<file path="src/rtl/dyser_output_bridge.sv">
// Drains the DySER per-port output FIFOs round-robin into a single registered
// valid/ready stream to the core, tagging each word with its source port.
`ifndef DATA_WIDTH
`define DATA_WIDTH 32
`endif

module dyser_output_bridge #(
    parameter int unsigned NUM_PORTS = 5,
    parameter int unsigned PORT_ID_W = 3,
    parameter int unsigned CNT_W     = 16
) (
    input  logic                                 clk,
    input  logic                                 rst,
    input  logic [NUM_PORTS*(`DATA_WIDTH+1)-1:0] fifo_dout,
    input  logic [NUM_PORTS-1:0]                 fifo_empty,
    input  logic [NUM_PORTS-1:0]                 fifo_valid,
    output logic [NUM_PORTS-1:0]                 fifo_deq,
    output logic [`DATA_WIDTH:0]                 core_data,
    output logic [PORT_ID_W-1:0]                 core_port,
    output logic                                 core_valid,
    input  logic                                 core_ready,
    output logic [CNT_W-1:0]                     xfer_count
);

    localparam int unsigned DW = `DATA_WIDTH + 1;

    logic [PORT_ID_W-1:0] ptr;
    logic [PORT_ID_W-1:0] grant;
    logic [PORT_ID_W-1:0] idx;
    logic                 grant_found;
    logic [DW-1:0]        grant_data;
    logic                 can_load;
    logic                 deq_fire;
    logic                 load;
    logic                 drain;

    assign can_load = ~core_valid | core_ready;
    assign drain    = core_valid & core_ready;
    assign deq_fire = grant_found & can_load & ~rst;
    assign load     = deq_fire & fifo_valid[grant];

    // First non-empty port at or after ptr, wrapping around.
    always_comb begin
        grant_found = 1'b0;
        grant       = '0;
        idx         = '0;
        for (int k = 0; k < int'(NUM_PORTS); k++) begin
            idx = PORT_ID_W'((int'(ptr) + k) % int'(NUM_PORTS));
            if (!grant_found && !fifo_empty[idx]) begin
                grant_found = 1'b1;
                grant       = idx;
            end
        end
    end

    always_comb begin
        grant_data = '0;
        for (int i = 0; i < int'(NUM_PORTS); i++) begin
            if (grant == PORT_ID_W'(i)) begin
                grant_data = fifo_dout[i*DW +: DW];
            end
        end
    end

    always_comb begin
        fifo_deq = '0;
        if (deq_fire) begin
            fifo_deq[grant] = 1'b1;
        end
    end

    always_ff @(posedge clk) begin
        if (rst) begin
            core_valid <= 1'b0;
            core_data  <= '0;
            core_port  <= '0;
            xfer_count <= '0;
            ptr        <= '0;
        end else begin
            if (drain) begin
                xfer_count <= xfer_count + CNT_W'(1);
            end
            // A load overrides the drain so back-to-back words see no bubble.
            if (load) begin
                core_data  <= grant_data;
                core_port  <= grant;
                core_valid <= 1'b1;
                ptr        <= (grant == PORT_ID_W'(NUM_PORTS - 1)) ? '0 : grant + PORT_ID_W'(1);
            end else if (drain) begin
                core_valid <= 1'b0;
            end
        end
    end

endmodule

</file>
<file path="config.mk">
export PLATFORM = sky130hd
export DESIGN_NAME = dyser_output_bridge
export DESIGN_NICKNAME = d
export VERILOG_FILES = /design/src/rtl/dyser_output_bridge.sv
export SDC_FILE = /design/constraint.sdc
export NUM_CORES = 1
export LEC_CHECK = 0
export ABC_AREA = 1
export BUFFER_PORTS_ARGS = -buffer_cell sky130_fd_sc_hd__buf_4
export CAP_MARGIN = 20
export CORE_MARGIN = 5
export CORE_UTILIZATION = 45
export CTS_BUF_LIST = sky130_fd_sc_hd__clkbuf_16
export DETAILED_ROUTE_END_ITERATION = 8
export PLACE_DENSITY = 0.74
export SKIP_CTS_REPAIR_TIMING = 1
export SYNTH_ARGS = -nofsm -noshare
export SYNTH_HDL_FRONTEND = slang
export SYNTH_SLANG_ARGS = --single-unit
</file>
<file path="constraint.sdc">
create_clock -name clk -period 11.09 [get_ports clk]
set_input_delay 2.218 -clock clk [delete_from_list [all_inputs] [get_ports clk]]
set_output_delay 2.218 -clock clk [all_outputs]
set_load 0.02 [all_outputs]
</file>
==> results.py, run 1 <==
metrics = {
    "run_status": {
        "outcome": "completed",
    },
    "timing": {
        "hold_viol_final": 0,
        "slew_headroom_pct": 27.2,
        "fin_tns_setup_ns": 0,
        "final_max_slew_viol_count": 0,
        "fmax_mhz": 128,
        "finalCriticalPeriod_ns": 7.81,
        "finalClockSkew_ns": 0.00716,
        "min_period_over_period_pct": 70.5,
        "worst_pin_slew_ns": 1.09,
        "rsz0062_at_grt": "no",
        "setup_viol": 0,
    },
    "logic_synthesis": {
        "synth_area_mm2": 0.00627,
        "synth-edff-count": 0,
        "synth_cell_types": 44,
        "syn_nets": 1292,
        "synthArstFlopShare_pct": 0,
        "synthFlopType": "dfxtp_1",
        "ys_seq_area_share_pct": 17.9,
        "synth_commonest_cells": "239 x nand2_1, 195 x inv_1, 106 x nand4_1",
        "avgSynthCellArea_um2": 5.75,
        "synth_top_area_share_pct": 17.9,
        "yosysMostFrequentCell": "nand2_1",
        "synthCells": 1090,
        "synth_seq_cells": 56,
        "synthTopCellsByArea": "dfxtp_1 18%, nand2_1 14%, inv_1 12%",
        "synth_warnings": 0,
        "yosys.area.top_type": "dfxtp_1",
    },
    "hold_path": {
        "holdCritPathClass": "flip-flop to flip-flop",
        "min_to": "xfer_count[2]",
        "hp-start": "xfer_count[2]",
        "hold_depth": 2,
    },
    "critical_path": {
        "timing.rr.start": "ptr[0]",
        "worst-setup-path-type": "flip-flop to output port",
        "reg2reg_to": "core_port[2]",
        "worstPathRequired_ns": 8.87,
        "crit_path_end_kind": "output port",
        "cpMostUsedCell": "nand2_1",
        "path_max_fanout": 101,
        "crit_arrival_ns": 5.59,
        "start_kind": "flip-flop",
        "r2r_setup_slack_ns": 4.24,
        "rr_worst_depth": 30,
        "critPathMaxStageDelay_ns": 0.72,
        "crit_slowest_cell": "dfxtp_1",
    },
    "cells_and_area": {
        "layout-drive-gt1-share_pct": 24.5,
        "fin_nets": 1468,
        "syn2layout_area_growth_pct": 29.7,
        "num_antenna_cells": 0,
    },
    "grt": {
        "grt_overflow_total": 0,
        "grt_pass1_vias": 6656,
        "antenna_found_initial": 0,
        "grt_pass1_wl_mm": 34.3,
        "grt_max_degree": 102,
        "grt_usage_pct": 25.7,
    },
    "routing": {
        "drt-total-wl_mm": 22.5,
        "drt_iter0_drc": 733,
        "via_per_inst": 5.30,
        "drc_errors": 0,
        "wl_per_cell_um": 15.5,
        "via_count": 7669,
        "ant_nets": 0,
        "first_pass_iters": 5,
    },
    "job": {
        "maxCapViolations": 0,
    },
    "placement": {
        "portBuffers": 235,
        "dpl.hpwl_mm": 16.5,
        "gp_congestion": 0.912,
    },
    "cts": {
        "insertion_delay_ns": 0.31,
        "clkTransAtPathRegs_ns": 0.08,
        "cts_tree": "yes",
        "cts.path.max_buffers": 2,
        "clockRootBuffer": "clkbuf_16",
        "cts_buffers": 5,
        "h-tree-depth": 2,
        "cts_sinks": 56,
    },
    "floorplanning": {
        "initial_core_util_pct": 45.5,
        "die-area_mm2": 0.0164,
        "rows": 43,
        "die_h_um": 128,
        "core-area_mm2": 0.0138,
        "die_w_um": 128,
        "io_pins": 236,
    },
}
==> cells by family after synthesis <==
group | Yosys count | share of synthesized area, %
simple gates | 582 | 45.9
fa+ha+maj | 24 | 4.79
xor+xnor | 7 | 0.978
compound gates | 148 | 12.1
buf+inv | 273 | 18.3
flops | 56 | 17.9
==> state kept, by name (all words and copies together), names as in the netlist <==
name and cells:
ptr 3, core_data 33, core_valid 1, xfer_count 16, core_port 3
==> worst max-delay path, delay by kind of cell (launching register included) <==
| family | cells | cell delay [ns] |
|---|---|---|
| AND/OR/NAND/NOR | 17 | 2.64 |
| adder cells (fa/ha/maj) | 4 | 0.86 |
| buffers and inverters | 6 | 0.80 |
| flip-flops | 1 | 0.72 |
| XOR/XNOR | 1 | 0.25 |
==> per-stage QoR <==
stage	setup slack (ns)	std cells	instance area (µm²)	utilization (%)	hold WS, ns
finish	3.28	1447	8120	59.0	0.477
global route	2.79	1447	8120	59.0	0.495
CTS	3.08	1445	8080	58.6	0.478
detailed placement	3.44	1437	7920	57.5	0.467
global placement	3.64	1437	7920	57.5	0.463
floorplan	5.03	1090	6270	-	0.537
==> area by class of cell <==
class	instances	area, µm²
Timing Repair Buffer	242	1850
Sequential cell	56	1120
Fill cell	1429	5650
Multi-Input combinational cell	761	4020
Tap cell	180	225
Clock inverter	3	28.8
Inverter	200	751
Clock buffer	5	125
==> routing by layer <==
layer / global-route usage, % / share of wire (%)
met1: 33.5 / 43
met4: 7.43 / 2.2
met2: 42.0 / 46
met5: 0 / 0
met3: 6.42 / 8.3
==> how the worst max path moves through the flow <==
stage / from / end / cells past startpoint
CTS: ptr[0] / fifo_deq[4] / 26
floorplan: fifo_empty[1] / fifo_deq[4] / 13
finish: ptr[0] / fifo_deq[1] / 28
global placement: ptr[0] / fifo_deq[4] / 26
global route: ptr[0] / fifo_deq[1] / 28
detailed placement: ptr[0] / fifo_deq[4] / 26
==> cell usage in the layout (no fill, tap or decap), types with 2 or more instances in the layout <==
cell	count
buf_4	240
nand2_1	238
inv_1	195
nand4_1	106
nand3_1	102
a21oi_1	86
nor2_1	64
dfxtp_1	56
o21ai_0	43
ha_1	23
nand3_2	19
nand2_2	17
o21ai_1	12
nor3_1	9
xor2_1	6
nor2_4	5
clkbuf_16	5
inv_2	4
nor2_2	4
o211ai_1	3
nand2_4	3
o21ai_2	2
nor3_2	2
nand3b_1	2
and2_1	2
inv_6	2
Power of run 1 is left out: the tool's default activity adds up to more than one toggle a clock period on the data nets, which glitch-free logic cannot reach.
==> run 2, diff against run 1 <==
==> constraint.sdc (replaced) <==
create_clock -name clk -period 8 [get_ports clk]
set_input_delay 1.6 -clock clk [delete_from_list [all_inputs] [get_ports clk]]
set_output_delay 1.6 -clock clk [all_outputs]
set_load 0.02 [all_outputs]
==> run 2 against run 1 <==
Effect of this change: flip-flop and latch count stayed put; count of clock-buffer cells in the layout stayed put; critical path depth is the same; worst hold slack worse by 0.00099 ns; wire length up 1.3%; clock skew shrank 0.0027 ns; first-iteration DRC count is 11% lower; cell count rose by 0.14%; non-clock buffer count up 2; critical endpoint is now fifo_deq[0].
==> results.py, run 2 (synthesis gave the netlist of run 1 again) <==
metrics = {
    "cells_and_area": {
        "fillers": 1407,
        "final_cell_mix": "243 x buf_4, 238 x nand2_1, 195 x inv_1",
        "largest_reg_flops": 33,
        "num_antenna_cells": 0,
        "fin_nets": 1470,
        "syn2layout_area_growth_pct": 29.6,
        "layout-drive-gt1-share_pct": 24.7,
        "top_regs": "core_data x33, xfer_count x16",
        "top_register": "core_data",
        "final_common_cell": "buf_4",
    },
    "cts": {
        "cts_sinks": 56,
        "cts.path.max_buffers": 2,
        "cts_buffers": 5,
        "clkTransAtPathRegs_ns": 0.08,
        "insertion_delay_ns": 0.31,
        "cts_tree": "yes",
        "h-tree-depth": 2,
        "clockRootBuffer": "clkbuf_16",
    },
    "grt": {
        "grt_use_met3_pct": 7.67,
        "grt_usage_pct": 26.6,
        "busiest_layer": "met2",
        "grt_pass1_wl_mm": 35.6,
        "grtUsageMet1_pct": 34.3,
        "use_met2_pct": 42.2,
        "grt_pass1_vias": 7003,
        "grt_max_degree": 101,
        "antenna_found_initial": 1,
        "grt_overflow_total": 0,
    },
    "run_status": {
        "outcome": "completed",
    },
    "timing": {
        "finalCriticalPeriod_ns": 6.46,
        "fmax_mhz": 155,
        "min_period_over_period_pct": 80.7,
        "hold_viol_final": 0,
        "worst_pin_slew_ns": 0.924,
        "slew_headroom_pct": 38.4,
        "finalClockSkew_ns": 0.00444,
        "setup_viol": 0,
        "final_max_slew_viol_count": 0,
        "fin_tns_setup_ns": 0,
        "rsz0062_at_grt": "no",
    },
    "routing": {
        "ant_nets": 0,
        "via_per_inst": 5.31,
        "via_count": 7695,
        "drt_iter0_drc": 654,
        "first_pass_iters": 5,
        "drt-total-wl_mm": 22.8,
        "drc_errors": 0,
        "wl_per_cell_um": 15.7,
    },
    "critical_path": {
        "worstPathRequired_ns": 6.40,
        "worst-setup-path-type": "flip-flop to output port",
        "crit_slowest_cell": "dfxtp_1",
        "crit_path_end_kind": "output port",
        "cpMostUsedCell": "nand2_1",
        "start_kind": "flip-flop",
        "path_max_fanout": 17,
        "critPathMaxStageDelay_ns": 0.71,
        "crit_arrival_ns": 4.86,
    },
    "floorplanning": {
        "initial_core_util_pct": 45.5,
        "die_h_um": 128,
        "rows": 43,
        "io_pins": 236,
        "core-area_mm2": 0.0138,
        "die-area_mm2": 0.0164,
        "die_w_um": 128,
    },
    "placement": {
        "gp_congestion": 0.883,
        "dpl.hpwl_mm": 16.8,
        "portBuffers": 235,
    },
    "hold_path": {
        "holdCritPathClass": "flip-flop to flip-flop",
    },
    "job": {
        "maxCapViolations": 0,
    },
}
[run 2: cell types whose count changed in the layout (fill, tap and decap cells not counted), sizes merged]
cell    before  now
buf        242  244
clkinv       1    3
inv        202  200
[run 2: worst max-delay path: cells and delay by family (launching register included)]
family / cells / cell delay, ns
adder cells (fa/ha/maj): 4 / 0.95
buffers and inverters: 6 / 0.87
AND/OR/NAND/NOR: 17 / 1.79
XOR/XNOR: 1 / 0.25
flip-flops: 1 / 0.71
[run 2: area by class of cell]
class	count	area, µm²	area share [%]
Tap cell	180	225	2.77
Clock inverter	3	22.5	0.277
Clock buffer	5	125	1.54
Sequential cell	56	1120	13.8
Timing Repair Buffer	244	1850	22.8
Inverter	200	751	9.24
Multi-Input combinational cell	761	4020	49.6
[run 2: stage by stage]
stage | cells | area (µm²) | hold slack, ns | utilization (%) | setup slack [ns]
after floorplan | 1090 | 6270 | 0.537 | - | 2.63
after global placement | 1440 | 7950 | 0.463 | 57.7 | 1.91
after detailed placement | 1440 | 7950 | 0.468 | 57.7 | 1.71
after CTS | 1448 | 8090 | 0.480 | 58.8 | 1.53
after global routing | 1449 | 8120 | 0.496 | 59.0 | 0.968
final | 1449 | 8120 | 0.476 | 59.0 | 1.54
[run 2: metal layers]
layer / routed length [µm] / up-vias
li1: - / 3888
met1: 9380 / 3431
met2: 10500 / 326
met3: 2250 / 48
met4: 651 / 2
met5: 20 / -
[run 2: final timing paths]
check | cells past startpoint | to | startpoint | slack, ns
setup / recovery | 28 | fifo_deq[0] | ptr[0] | 1.54
hold / removal | 2 | core_data[7] | core_data[7] | 0.48
setup reg to reg | 32 | core_data[23] | ptr[0] | 1.67
hold reg to reg | 2 | core_data[7] | core_data[7] | 0.48
Power of run 2 is left out for the same reason.
